==> config.mk <==
export PLATFORM = sky130hd
export DESIGN_NAME = ora_compare
export DESIGN_NICKNAME = d
export VERILOG_FILES = /design/src/rtl/ora_compare.sv
export SDC_FILE = /design/constraint.sdc
export NUM_CORES = 1
export LEC_CHECK = 0
export CAP_MARGIN = 20
export CORE_AREA = 2 2 70 72
export CTS_BUF_LIST = sky130_fd_sc_hd__clkbuf_8
export CTS_CLUSTER_DIAMETER = 100
export DETAILED_ROUTE_END_ITERATION = 8
export DIE_AREA = 0 0 72 74
export PLACE_DENSITY = 0.95
export SETUP_SLACK_MARGIN = 0.15
export SLEW_MARGIN = 20
export SYNTH_ARGS = -nofsm -noshare
export SYNTH_HDL_FRONTEND = slang
export SYNTH_SLANG_ARGS = --single-unit
==> constraint.sdc <==
create_clock -name clk -period 5.3 [get_ports clk]
set_input_delay 1.06 -clock clk [delete_from_list [all_inputs] [get_ports clk]]
set_output_delay 1.06 -clock clk [all_outputs]
set_load 0.02 [all_outputs]
==> src/rtl/ora_compare.sv <==
// ora_compare: output response analyser comparing CUT responses against latency-aligned golden responses.
//
// Ports:
//   clk        system clock
//   rst        synchronous active-high reset
//   TPG_RESET  synchronous restart from the BIST controller (clears pipeline, counter, FSM)
//   PAT_VALID  TPG issued a pattern this cycle
//   TPG_END    last pattern issued this cycle (qualified by PAT_VALID)
//   GOLD       golden-model response, valid with PAT_VALID
//   CUT        CUT response, valid CUT_LATENCY cycles after PAT_VALID
//   ORA_RES    registered one-cycle pulse on the first mismatch of an epoch
//   FAIL_IDX   index of the mismatching pattern, held until the next capture
//   MISMATCH   GOLD ^ CUT of the mismatching pattern, held
//   DONE       one-cycle pulse once the last pattern compared clean
//   SIGNATURE  MISR signature when ORA_MISR_EN is defined, otherwise 0
//
// Optional feature: define ORA_MISR_EN to build the Galois MISR behind SIGNATURE.
module ora_compare #(
    parameter int WIDTH       = 8,
    parameter int CUT_LATENCY = 1,
    parameter int CNT_BITS    = 16
) (
    input  logic                clk,
    input  logic                rst,
    input  logic                TPG_RESET,
    input  logic                PAT_VALID,
    input  logic                TPG_END,
    input  logic [WIDTH-1:0]    GOLD,
    input  logic [WIDTH-1:0]    CUT,
    output logic                ORA_RES,
    output logic [CNT_BITS-1:0] FAIL_IDX,
    output logic [WIDTH-1:0]    MISMATCH,
    output logic                DONE,
    output logic [WIDTH-1:0]    SIGNATURE
);

    localparam logic [1:0] S_COMPARE = 2'd0;
    localparam logic [1:0] S_DRAIN   = 2'd1;
    localparam logic [1:0] S_HOLD    = 2'd2;
    localparam logic [1:0] S_IDLE    = 2'd3;

    logic             av;
    logic             ae;
    logic [WIDTH-1:0] ag;

    generate
        if (CUT_LATENCY == 0) begin : g_direct
            assign av = PAT_VALID;
            assign ae = TPG_END;
            assign ag = GOLD;
        end else begin : g_dly
            logic [CUT_LATENCY-1:0] v_q;
            logic [CUT_LATENCY-1:0] e_q;
            logic [WIDTH-1:0]       g_q [CUT_LATENCY];
            always_ff @(posedge clk) begin
                if (rst || TPG_RESET) begin
                    v_q <= '0;
                    e_q <= '0;
                    for (int i = 0; i < CUT_LATENCY; i++) g_q[i] <= '0;
                end else begin
                    v_q[0] <= PAT_VALID;
                    e_q[0] <= TPG_END;
                    g_q[0] <= GOLD;
                    for (int i = 1; i < CUT_LATENCY; i++) begin
                        v_q[i] <= v_q[i-1];
                        e_q[i] <= e_q[i-1];
                        g_q[i] <= g_q[i-1];
                    end
                end
            end
            assign av = v_q[CUT_LATENCY-1];
            assign ae = e_q[CUT_LATENCY-1];
            assign ag = g_q[CUT_LATENCY-1];
        end
    endgenerate

    logic [1:0]          state_q, state_d;
    logic [CNT_BITS-1:0] cnt_q, cnt_d;
    logic [CNT_BITS-1:0] fidx_q, fidx_d;
    logic [WIDTH-1:0]    mm_q, mm_d;
    logic                ora_q, ora_d;
    logic                done_q, done_d;
    logic [WIDTH-1:0]    diff;
    logic                cmp;

    assign diff = ag ^ CUT;
    assign cmp  = state_q == S_COMPARE;

    always_comb begin
        state_d = state_q;
        fidx_d  = fidx_q;
        mm_d    = mm_q;
        ora_d   = 1'b0;
        done_d  = 1'b0;
        // Counter saturates so a runaway TPG never aliases back to index 0.
        cnt_d   = (av && (cmp || state_q == S_DRAIN) && !(&cnt_q)) ? cnt_q + 1'b1 : cnt_q;
        if (cmp && av && diff != '0) begin
            ora_d   = 1'b1;
            fidx_d  = cnt_q;
            mm_d    = diff;
            state_d = S_HOLD;
        end else if (cmp && av && ae) begin
            state_d = S_DRAIN;
        end
        if (state_q == S_DRAIN) begin
            done_d  = 1'b1;
            state_d = S_IDLE;
        end
    end

    always_ff @(posedge clk) begin
        if (rst) begin
            state_q <= S_COMPARE;
            cnt_q   <= '0;
            fidx_q  <= '0;
            mm_q    <= '0;
            ora_q   <= 1'b0;
            done_q  <= 1'b0;
        end else if (TPG_RESET) begin
            // Capture registers survive a restart so the controller can still read them.
            state_q <= S_COMPARE;
            cnt_q   <= '0;
            ora_q   <= 1'b0;
            done_q  <= 1'b0;
        end else begin
            state_q <= state_d;
            cnt_q   <= cnt_d;
            fidx_q  <= fidx_d;
            mm_q    <= mm_d;
            ora_q   <= ora_d;
            done_q  <= done_d;
        end
    end

    assign ORA_RES  = ora_q;
    assign DONE     = done_q;
    assign FAIL_IDX = fidx_q;
    assign MISMATCH = mm_q;

`ifdef ORA_MISR_EN
    // Galois feedback taps: x^6+x^5+x^4+1 below the x^8 term, else just x^0.
    localparam logic [WIDTH-1:0] POLY = (WIDTH == 8) ? WIDTH'(8'h71) : WIDTH'(1);
    logic [WIDTH-1:0] sig_q, sig_d;
    assign sig_d = (av && cmp) ? ((sig_q << 1) ^ (sig_q[WIDTH-1] ? POLY : '0) ^ CUT) : sig_q;
    always_ff @(posedge clk) begin
        if (rst || TPG_RESET) sig_q <= '0;
        else sig_q <= sig_d;
    end
    assign SIGNATURE = sig_q;
`else
    assign SIGNATURE = '0;
`endif

endmodule
==> metrics <==
status complete, no violations; diodes inserted 0; layout cells sized above 1 6.19%; port bufs 46; asr flop ratio synth 0%; power share of the clock group 31.1%; mean routed wirelength per cell 14.0 um; cts hold-fix bufs 0; Remaining DRCs 0; FF+latch count, synth 54; Req. time, crit path 5530 ps; area of the multi-input gates 1260 um2; clock sinks 54; post-layout util 64.8%; internal power 530 uW; max incr delay on CP 830 ps; Max Cap Viol 0; insertion delay to the later sink of the worst-skew pair 300 ps; critical path's slowest cell a2111oi_4; period utilization 59.8%; remaining antenna violation count 0; Cell Chain, Critical Path clkdlybuf4s50_1, xor2_1, nor4_1, a2111oi_4, buf_4, mux2i_1; I/O pin count 55; DIE WIDTH 72 um; Overall Global Routing Usage 19.1%; startpoint type of the worst setup path primary input; Critical Path End Type flop; pre-CTS setup slack 1790 ps; crit path DAT 3400 ps; Post-DP Area 2900 um2; Synth Flop Type dfxtp_1; Fin Setup TNS 0 ps; final wirelength 4.81 mm; sequential fraction of the synthesis area 44.3%; Flop pwr share 60.2%; pwr dens 231 nW/um2; CTS tree done; Mean Syn Cell Area 9.85 um2; DR pass1 iterations 4; filler cell count 372; total gr overflow 0; Sw Pwr 156 uW; clk slew on worst S/H paths 90 ps; Die Footprint 5330 um2; vias in the first global route 1831; Mapped Cells 248; Switching Fraction 22.8%; Hold Path Class flop to flop; number of enable flip-flop cells after synthesis 0; final setup vio count 0; Worst Tran Pin Value 844 ps; CTS resizes 0; starting density of the core 53.1%; register area 1080 um2; Clock Tree Buf Depth 2; path depth of the worst reg2reg path 5; first-pass GRT wire length 8.00 mm; Core Region 4600 um2; worst vdd ir 0.000116 V; fmax 316 MHz; Cell variety after synth 43; hold depth 2; Final #Nets 313; chip height 74 um; post-DP HPWL 3.48 mm; CP max FO 16; cell row count 25; leakage power 0.00100 uW; via count 1809; Synth Warn # 0; Setup CP Type primary input to flop; root buffer cell clkbuf_8; number of buffers created by CTS 5; H-tree level count 2; 1st-iter DRT viols 100; Area Growth Syn to Fin 21.9%; combinational share of power 8.8%; post-synthesis cell area 2440 um2; Final GP Congestion 0.808; RSZ-0062 raised after global routing no; final instance area 2980 um2; max_slew headroom 43.7%; Hold Violations, Final 0; Post-CTS Setup Bufs 0; initial antenna violation count 0; Max Slew Vio Count 0; Setup Skew 5.82 ps; Via-to-Cell Ratio 5.24; largest net degree at the start of global routing 52; Tmin final 3170 ps; Worst Slack Setup Final 2130 ps
cells in the final DEF, fill, tap and decap left out, drive strengths merged, types with 2 or more instances in the layout:
cell	n
conb	8
nand4	5
nand2b	48
nand2	6
xor2	9
dfxtp	54
clkdlybuf4s50	46
a31oi	2
nand3	3
nor4	4
buf	3
a21oi	11
mux2i	25
and2	10
o21ai	8
o31ai	3
inv	3
or3	9
o41ai	2
clkbuf	5
nor2	5
or4	3
nor3	4
cell families after synthesis:
logic type,count (synthesis),share of synthesized area [%]
other,1,0.154
adder cells (fa/ha/maj),1,0.512
XOR/XNOR,9,3.23
multiplexers,25,10.2
flip-flops,54,44.3
buffers and inverters,22,5.28
AO/OA/AOI/OAI,30,9.02
AND/OR/NAND/NOR,106,27.3
Yosys cell counts (4+ instances only):
cell / instances / area (um2)
and2_1: 10 / 62.6
mux2i_1: 25 / 250
nor3_1: 4 / 20.0
nand2_1: 6 / 22.5
a21oi_1: 11 / 55.1
buf_4: 8 / 60.1
dfxtp_1: 54 / 1080
clkbuf_1: 9 / 33.8
or3_1: 5 / 31.3
nor2_1: 5 / 18.8
nor4_1: 4 / 25.0
nand4_1: 4 / 25.0
nand2b_1: 48 / 300
o21ai_0: 8 / 40.0
xor2_1: 9 / 78.8
layer usage:
layer | GRT usage (%) | up-vias | wire length, um
met3 | 5.42 | 4 | 287
li1 | - | 922 | -
met2 | 34.5 | 56 | 2400
met5 | 0 | - | 0
met1 | 22.1 | 827 | 2090
met4 | 5.66 | 0 | 32
layout make-up:
cell class / count / area share [%]
Clock inverter: 2 / 0.378
Clock buffer: 5 / 2.31
Inverter: 2 / 0.252
Timing Repair Buffer: 49 / 16.2
Sequential cell: 54 / 36.3
Multi-Input combinational cell: 179 / 42.3
Tap cell: 54 / 2.27
path summary, 6_finish.rpt:
path	start	to	slack [ps]
max	CUT[7]	FAIL_IDX[10]	2130
min	FAIL_IDX[1]	FAIL_IDX[1]	480
max reg2reg	g_dly.g_q[0][7]	FAIL_IDX[10]	3030
min reg2reg	FAIL_IDX[1]	FAIL_IDX[1]	480
per-stage QoR:
step                      hold slack [ps]  cells  power [uW]
final                                 475    345         687
after global routing                  508    345         712
after CTS                             482    345         693
after detailed placement              466    338         483
after global placement                442    338         481
after floorplan                       427    255         463
registers in the layout, indices dropped and copies added (netlist names):
register / count
FAIL_IDX: 16
cnt_q: 16
MISMATCH: 8
g_dly.g_q: 8
state_q: 2
DONE: 1
ORA_RES: 1
ae: 1
av: 1
critical path, delay by kind of cell:
| family | cells | cell delay [ps] |
|---|---|---|
| XOR/XNOR | 1 | 240 |
| AO/OA/AOI/OAI | 1 | 830 |
| multiplexers | 1 | 230 |
| buffers and inverters | 2 | 880 |
| AND/OR/NAND/NOR | 1 | 150 |
power groups by stage:
stage          clock network (uW)  registers [uW]  logic, uW
2_1_floorplan                   0             424       38.8
3_3_place_gp                    0             422       59.0
3_5_place_dp                    0             423       60.4
4_1_cts                       219             413       60.7
5_1_grt                       234             414       65.0
6_report                      213             413       60.2
Power figures use the tool's default switching activity.
